--- src/rtl/univ_register_pkg.sv ---
// Shared definitions for the universal register: mode encodings and a small
// mode-classification helper used by the next-state logic.
package univ_register_pkg;

  // Operation select encodings, used by the RTL, benches and instantiating code.
  localparam logic [2:0] MODE_HOLD = 3'b000;
  localparam logic [2:0] MODE_LOAD = 3'b001;
  localparam logic [2:0] MODE_SHL  = 3'b010;
  localparam logic [2:0] MODE_SHR  = 3'b011;
  localparam logic [2:0] MODE_ROL  = 3'b100;
  localparam logic [2:0] MODE_ROR  = 3'b101;
  localparam logic [2:0] MODE_UP   = 3'b110;
  localparam logic [2:0] MODE_DOWN = 3'b111;

  typedef logic [2:0] mode_t;

  // True for the four modes that move a bit out through sout.
  function automatic logic mode_moves_sout(input mode_t mode);
    logic r;
    case (mode)
      MODE_SHL, MODE_SHR, MODE_ROL, MODE_ROR: r = 1'b1;
      default:                                r = 1'b0;
    endcase
    return r;
  endfunction

endpackage

--- src/rtl/univ_register_next.sv ---
// Purely combinational next-state logic for univ_register. Produces the
// candidate register value, the bit leaving the register and a strobe that
// says whether sout should take that bit on this edge.
module univ_register_next
  import univ_register_pkg::*;
#(
  parameter int WIDTH = 4
) (
  input  logic [WIDTH-1:0] y_i,
  input  logic [WIDTH-1:0] d_i,
  input  logic             sin_i,
  input  logic [2:0]       mode_i,
  output logic [WIDTH-1:0] next_y_o,
  output logic             next_sout_o,
  output logic             sout_upd_o
);

  localparam logic [WIDTH-1:0] ONE = {{(WIDTH-1){1'b0}}, 1'b1};

  // Select the next register value and outgoing bit for the requested mode.
  always_comb begin
    next_y_o    = y_i;
    next_sout_o = 1'b0;
    case (mode_i)
      MODE_HOLD: next_y_o = y_i;
      MODE_LOAD: next_y_o = d_i;
      MODE_SHL: begin
        next_y_o    = {y_i[WIDTH-2:0], sin_i};
        next_sout_o = y_i[WIDTH-1];
      end
      MODE_SHR: begin
        next_y_o    = {sin_i, y_i[WIDTH-1:1]};
        next_sout_o = y_i[0];
      end
      MODE_ROL: begin
        next_y_o    = {y_i[WIDTH-2:0], y_i[WIDTH-1]};
        next_sout_o = y_i[WIDTH-1];
      end
      MODE_ROR: begin
        next_y_o    = {y_i[0], y_i[WIDTH-1:1]};
        next_sout_o = y_i[0];
      end
      // Plain modulo arithmetic: the carry/borrow out is simply dropped.
      MODE_UP:   next_y_o = y_i + ONE;
      MODE_DOWN: next_y_o = y_i - ONE;
      default: begin
        next_y_o    = y_i;
        next_sout_o = 1'b0;
      end
    endcase
  end

  // sout only changes on shift and rotate edges; it keeps its value otherwise.
  always_comb begin
    sout_upd_o = mode_moves_sout(mode_i);
  end

endmodule

--- src/rtl/univ_register.sv ---
// Parametrised universal register: hold, parallel load, shift, rotate and
// up/down count with clock enable, serial in/out and a terminal-count flag.
// tc is combinational so a cascaded instance can use it directly as its en.
module univ_register
  import univ_register_pkg::*;
#(
  parameter int               WIDTH     = 4,
  parameter logic [WIDTH-1:0] RESET_VAL = '0
) (
  input  logic             clk,
  input  logic             reset,
  input  logic             en,
  input  logic [2:0]       mode,
  input  logic [WIDTH-1:0] D,
  input  logic             sin,
  output logic [WIDTH-1:0] Y,
  output logic             sout,
  output logic             tc
);

  logic [WIDTH-1:0] y_q;
  logic [WIDTH-1:0] y_d;
  logic             sout_q;
  logic             sout_d;
  logic [WIDTH-1:0] next_y_s;
  logic             next_sout_s;
  logic             sout_upd_s;
  logic             tc_s;

  univ_register_next #(
    .WIDTH(WIDTH)
  ) u_next (
    .y_i        (y_q),
    .d_i        (D),
    .sin_i      (sin),
    .mode_i     (mode),
    .next_y_o   (next_y_s),
    .next_sout_o(next_sout_s),
    .sout_upd_o (sout_upd_s)
  );

  // Clock-enable gating: with en low every mode degenerates to hold.
  always_comb begin
    y_d    = y_q;
    sout_d = sout_q;
    if (en) begin
      y_d = next_y_s;
      if (sout_upd_s) begin
        sout_d = next_sout_s;
      end else begin
        sout_d = sout_q;
      end
    end else begin
      y_d    = y_q;
      sout_d = sout_q;
    end
  end

  // State flops; the asynchronous active-low reset overrides any edge.
  always_ff @(posedge clk or negedge reset) begin
    if (!reset) begin
      y_q    <= RESET_VAL;
      sout_q <= 1'b0;
    end else begin
      y_q    <= y_d;
      sout_q <= sout_d;
    end
  end

  // Terminal count: the next enabled count edge would wrap the register.
  always_comb begin
    tc_s = 1'b0;
    if (en) begin
      case (mode)
        MODE_UP:   tc_s = &y_q;
        MODE_DOWN: tc_s = ~|y_q;
        default:   tc_s = 1'b0;
      endcase
    end else begin
      tc_s = 1'b0;
    end
  end

  assign Y    = y_q;
  assign sout = sout_q;
  assign tc   = tc_s;

endmodule
--- config.mk ---
export PLATFORM = sky130hd
export DESIGN_NAME = univ_register
export DESIGN_NICKNAME = d
export VERILOG_FILES = /design/src/rtl/univ_register_pkg.sv /design/src/rtl/univ_register_next.sv /design/src/rtl/univ_register.sv
export SDC_FILE = /design/constraint.sdc
export NUM_CORES = 1
export LEC_CHECK = 0
export BUFFER_PORTS_ARGS = -buffer_cell sky130_fd_sc_hd__buf_4
export CAP_MARGIN = 20
export CORE_MARGIN = 1
export CORE_UTILIZATION = 35
export DETAILED_ROUTE_END_ITERATION = 7
export GPL_TIMING_DRIVEN = 0
export PLACE_DENSITY = 0.64
export SKIP_LAST_GASP = 1
export SYNTH_ARGS = -nofsm -noshare
export SYNTH_HDL_FRONTEND = slang
export SYNTH_HIERARCHICAL = 1
export SYNTH_SLANG_ARGS = --single-unit
--- constraint.sdc ---
create_clock -name clk -period 3.21 [get_ports clk]
set_clock_uncertainty 0.2 [all_clocks]
set_input_delay 0.642 -clock clk [delete_from_list [all_inputs] [get_ports clk]]
set_output_delay 0.642 -clock clk [all_outputs]
set_load 0.01 [all_outputs]
==> qor.txt <==
Die height: 43.90 µm
Largest net degree at the start of global routing: 13
Num CTS Buffers: 3
Setup WS pre-CTS: 0.5061 ns
PwrDens: 532.0 nW/µm²
Met3 Use GR: 0.02500
Gr usage total: 0.1652
Resized Gates After CTS: 0
Port buffer count: 16
GR Util met2: 0.2537
GR Util met1: 0.2290
Total number of H-tree levels: 1
Syn-to-layout area delta: 28.72%
HP Class: reg2reg
Vias in the first global route: 578
Final setup fails: 0
Final worst-path cycle share: 0.7673
Die area: 1927 µm²
Leak Pwr: 0.0003417 µW
Fin nets: 103
Yosys warnings: 6
RSZ-0062 raised after global routing: false
Syn_nets: 81
Post-route setup TNS: 0 ns
P_sw: 170.3 µW
Synthesized area: 614.3 µm²
Post-synth ARST share: 1.000
Gate power share: 0.514
Share of cells above drive strength 1: 0.3000
Final hold viol count: 0
DRT Pass-1 Iters: 6
Critical Path Sink Type: flip-flop
GP Congestion: 0.7444
Slowest cell on the critical path: mux2_1
Final Slew Violations: 0
Clock buffer depth: 2
Max-cap violations: 0
Drt initial violations: 29
Root buf cell: clkbuf_4
DPL Wire Length: 1014 µm
Clk sinks: 5
Status: completed
Gate Count Post-Synth: 69
Detailed-route DRC error count: 0
Switch share: 0.4048
Maximum vdd drop: 0.3182 mV
Top Ports: 17
Total global routing overflow: 0
Crit path max fanout: 10
Starting Density: 0.3897
Ys flop type: dfrtp_1
Achievable frequency: 406.0 MHz
Core Rows: 14
WL/cell: 13.51 µm
Slew @ Worst Pin: 0.4238 ns
CTS tree: yes
Rel. slew slack: 0.7175
Final setup margin: 0.7470 ns
Gr busiest metal: met2
Flops & latches, synth: 5
Clk_lat worst skew: 0.24 ns
CP Launch Type: primary input
Antenna Nets Post-Route: 0
ANT cells: 0
Max stage delay on crit path: 0.30 ns
Int Power: 250.4 µW
Final Critical Period: 2.463 ns
Vias per Instance: 5.925
Syn Area/Cell: 8.903 µm²
Post-synth EDFFs: 0
Die width: 43.90 µm
Leading cell types by total area after synthesis: dfrtp_1 (20%), mux2_1 (13%), o41ai_4 (4.5%), o31a_1 (4.3%), o211ai_1 (3.7%)
Seq pwr share: 0.317
Critical Path, Cell by Cell: buf_4, buf_2, nand2_1, xnor2_1, ha_1, nor3b_1, a21oi_1, and3_1, o31a_1, mux2_1
Arrival @ worst endpoint: 2.38 ns
Top cells by count, synth: mux2_1 (7), dfrtp_1 (5)
Seq/Total Area, Yosys: 0.2037
CTS clk-pin slew, worst paths: 0.04 ns
Fin Hold WS: 0.3004 ns
Via count: 628
Clock power share: 0.169
Fin area: 790.8 µm²
Post-synth top area cell: dfrtp_1
Core area: 1577 µm²
Crit Path Class: in2reg
Most numerous cell in the Yosys netlist: mux2_1
First-pass GRT wire length: 2442 µm
Yosys top cell area share: 0.2037
Post-Route WL: 1432 µm
Initial antenna violation count: 0
Critical Path RT: 3.12 ns
Yosys cell types: 39
DP Area: 754.5 µm²
per-layer routing:
| layer | share of wire | up-vias | wire [µm] |
|---|---|---|---|
| li1 | - | 307 | - |
| met1 | 0.49 | 299 | 705 |
| met2 | 0.45 | 22 | 647 |
| met3 | 0.055 | 0 | 79 |
| met4 | 0 | 0 | 0 |
| met5 | 0 | - | 0 |
path summary, 6_finish.rpt:
path | start | to | slack, ns | depth (start not counted)
worst min-delay path | sout | sout | 0.30 | 1
worst min register to register | sout | sout | 0.30 | 1
min in group asynchronous | reset | Y[0] | 0.54 | 2
max in group asynchronous | reset | Y[1] | 2.16 | 2
worst max register to register | Y[1] | Y[2] | 1.00 | 8
worst max-delay path | mode[0] | Y[2] | 0.75 | 10
registers in the layout, indices dropped and copies added (netlist names):
register,count
sout,1
Y,4
area by class of cell:
class	count	area, µm²
Buffer	4	18.77
Clock buffer	4	26.28
Fill cell	155	785.8
Inverter	3	11.26
Multi-Input combinational cell	57	459.2
Sequential cell	5	125.1
Tap cell	16	20.02
Timing Repair Buffer	17	130.1
power groups by stage:
stage               registers (µW)  clock network (µW)  logic (µW)
detailed placement             133                   0         216
finish                         133                71.1         216
global placement               134                   0         213
global route                   140                79.4         240
CTS                            133                75.0         218
floorplan                      132                   0         135
cell families (layout without fill, tap and decap cells):
| group | Yosys count | count (layout) | synth area share |
|---|---|---|---|
| AND/OR/NAND/NOR | 25 | 25 | 0.2505 |
| AO/OA/AOI/OAI | 19 | 19 | 0.2729 |
| multiplexers | 9 | 9 | 0.1609 |
| buffers and inverters | 7 | 28 | 0.04887 |
| flip-flops | 5 | 5 | 0.2037 |
| XOR/XNOR | 3 | 3 | 0.04278 |
| adder cells (fa/ha/maj) | 1 | 1 | 0.02036 |
metrics by stage:
step / util / instances / power [µW]
floorplan: - / 69 / 267.2
global placement: 0.4786 / 101 / 346.8
detailed placement: 0.4786 / 101 / 349.2
CTS: 0.5016 / 106 / 425.7
global route: 0.5016 / 106 / 459.3
finish: 0.5016 / 106 / 420.7
critical path, delay by kind of cell:
family	cells	cell delay [ns]
buffers and inverters	2	0.36
adders and majority gates	1	0.20
AOI/OAI and AO/OA	2	0.31
xor gates and xnor gates	1	0.13
and+or+nand+nor	3	0.45
muxes	1	0.30
cells in the final DEF, fill, tap and decap left out, types with 2 or more instances in the layout:
master | netlist | layout
o21ai_0 | 3 | 3
inv_1 | 2 | 2
clkbuf_4 | 0 | 3
and3_1 | 2 | 2
buf_2 | 3 | 3
mux2i_1 | 2 | 2
clkbuf_1 | 1 | 2
and2_1 | 2 | 2
o211ai_1 | 3 | 3
nand3b_1 | 2 | 2
dfrtp_1 | 5 | 5
nor2b_1 | 3 | 3
mux2_1 | 7 | 7
nand2_1 | 3 | 3
buf_4 | 0 | 16
xnor2_1 | 2 | 2
o31a_1 | 3 | 3
nor2_1 | 2 | 2
a21oi_1 | 2 | 2
timing repair:
item / in CTS / in global routing
hold buffers: 1 / 0
hold endpoints to repair: 5 / 0
endpoints found under the setup margin: 0 / 0
setup buffers: 0 / 0
No activity file was read; power rests on OpenSTA's default activity.
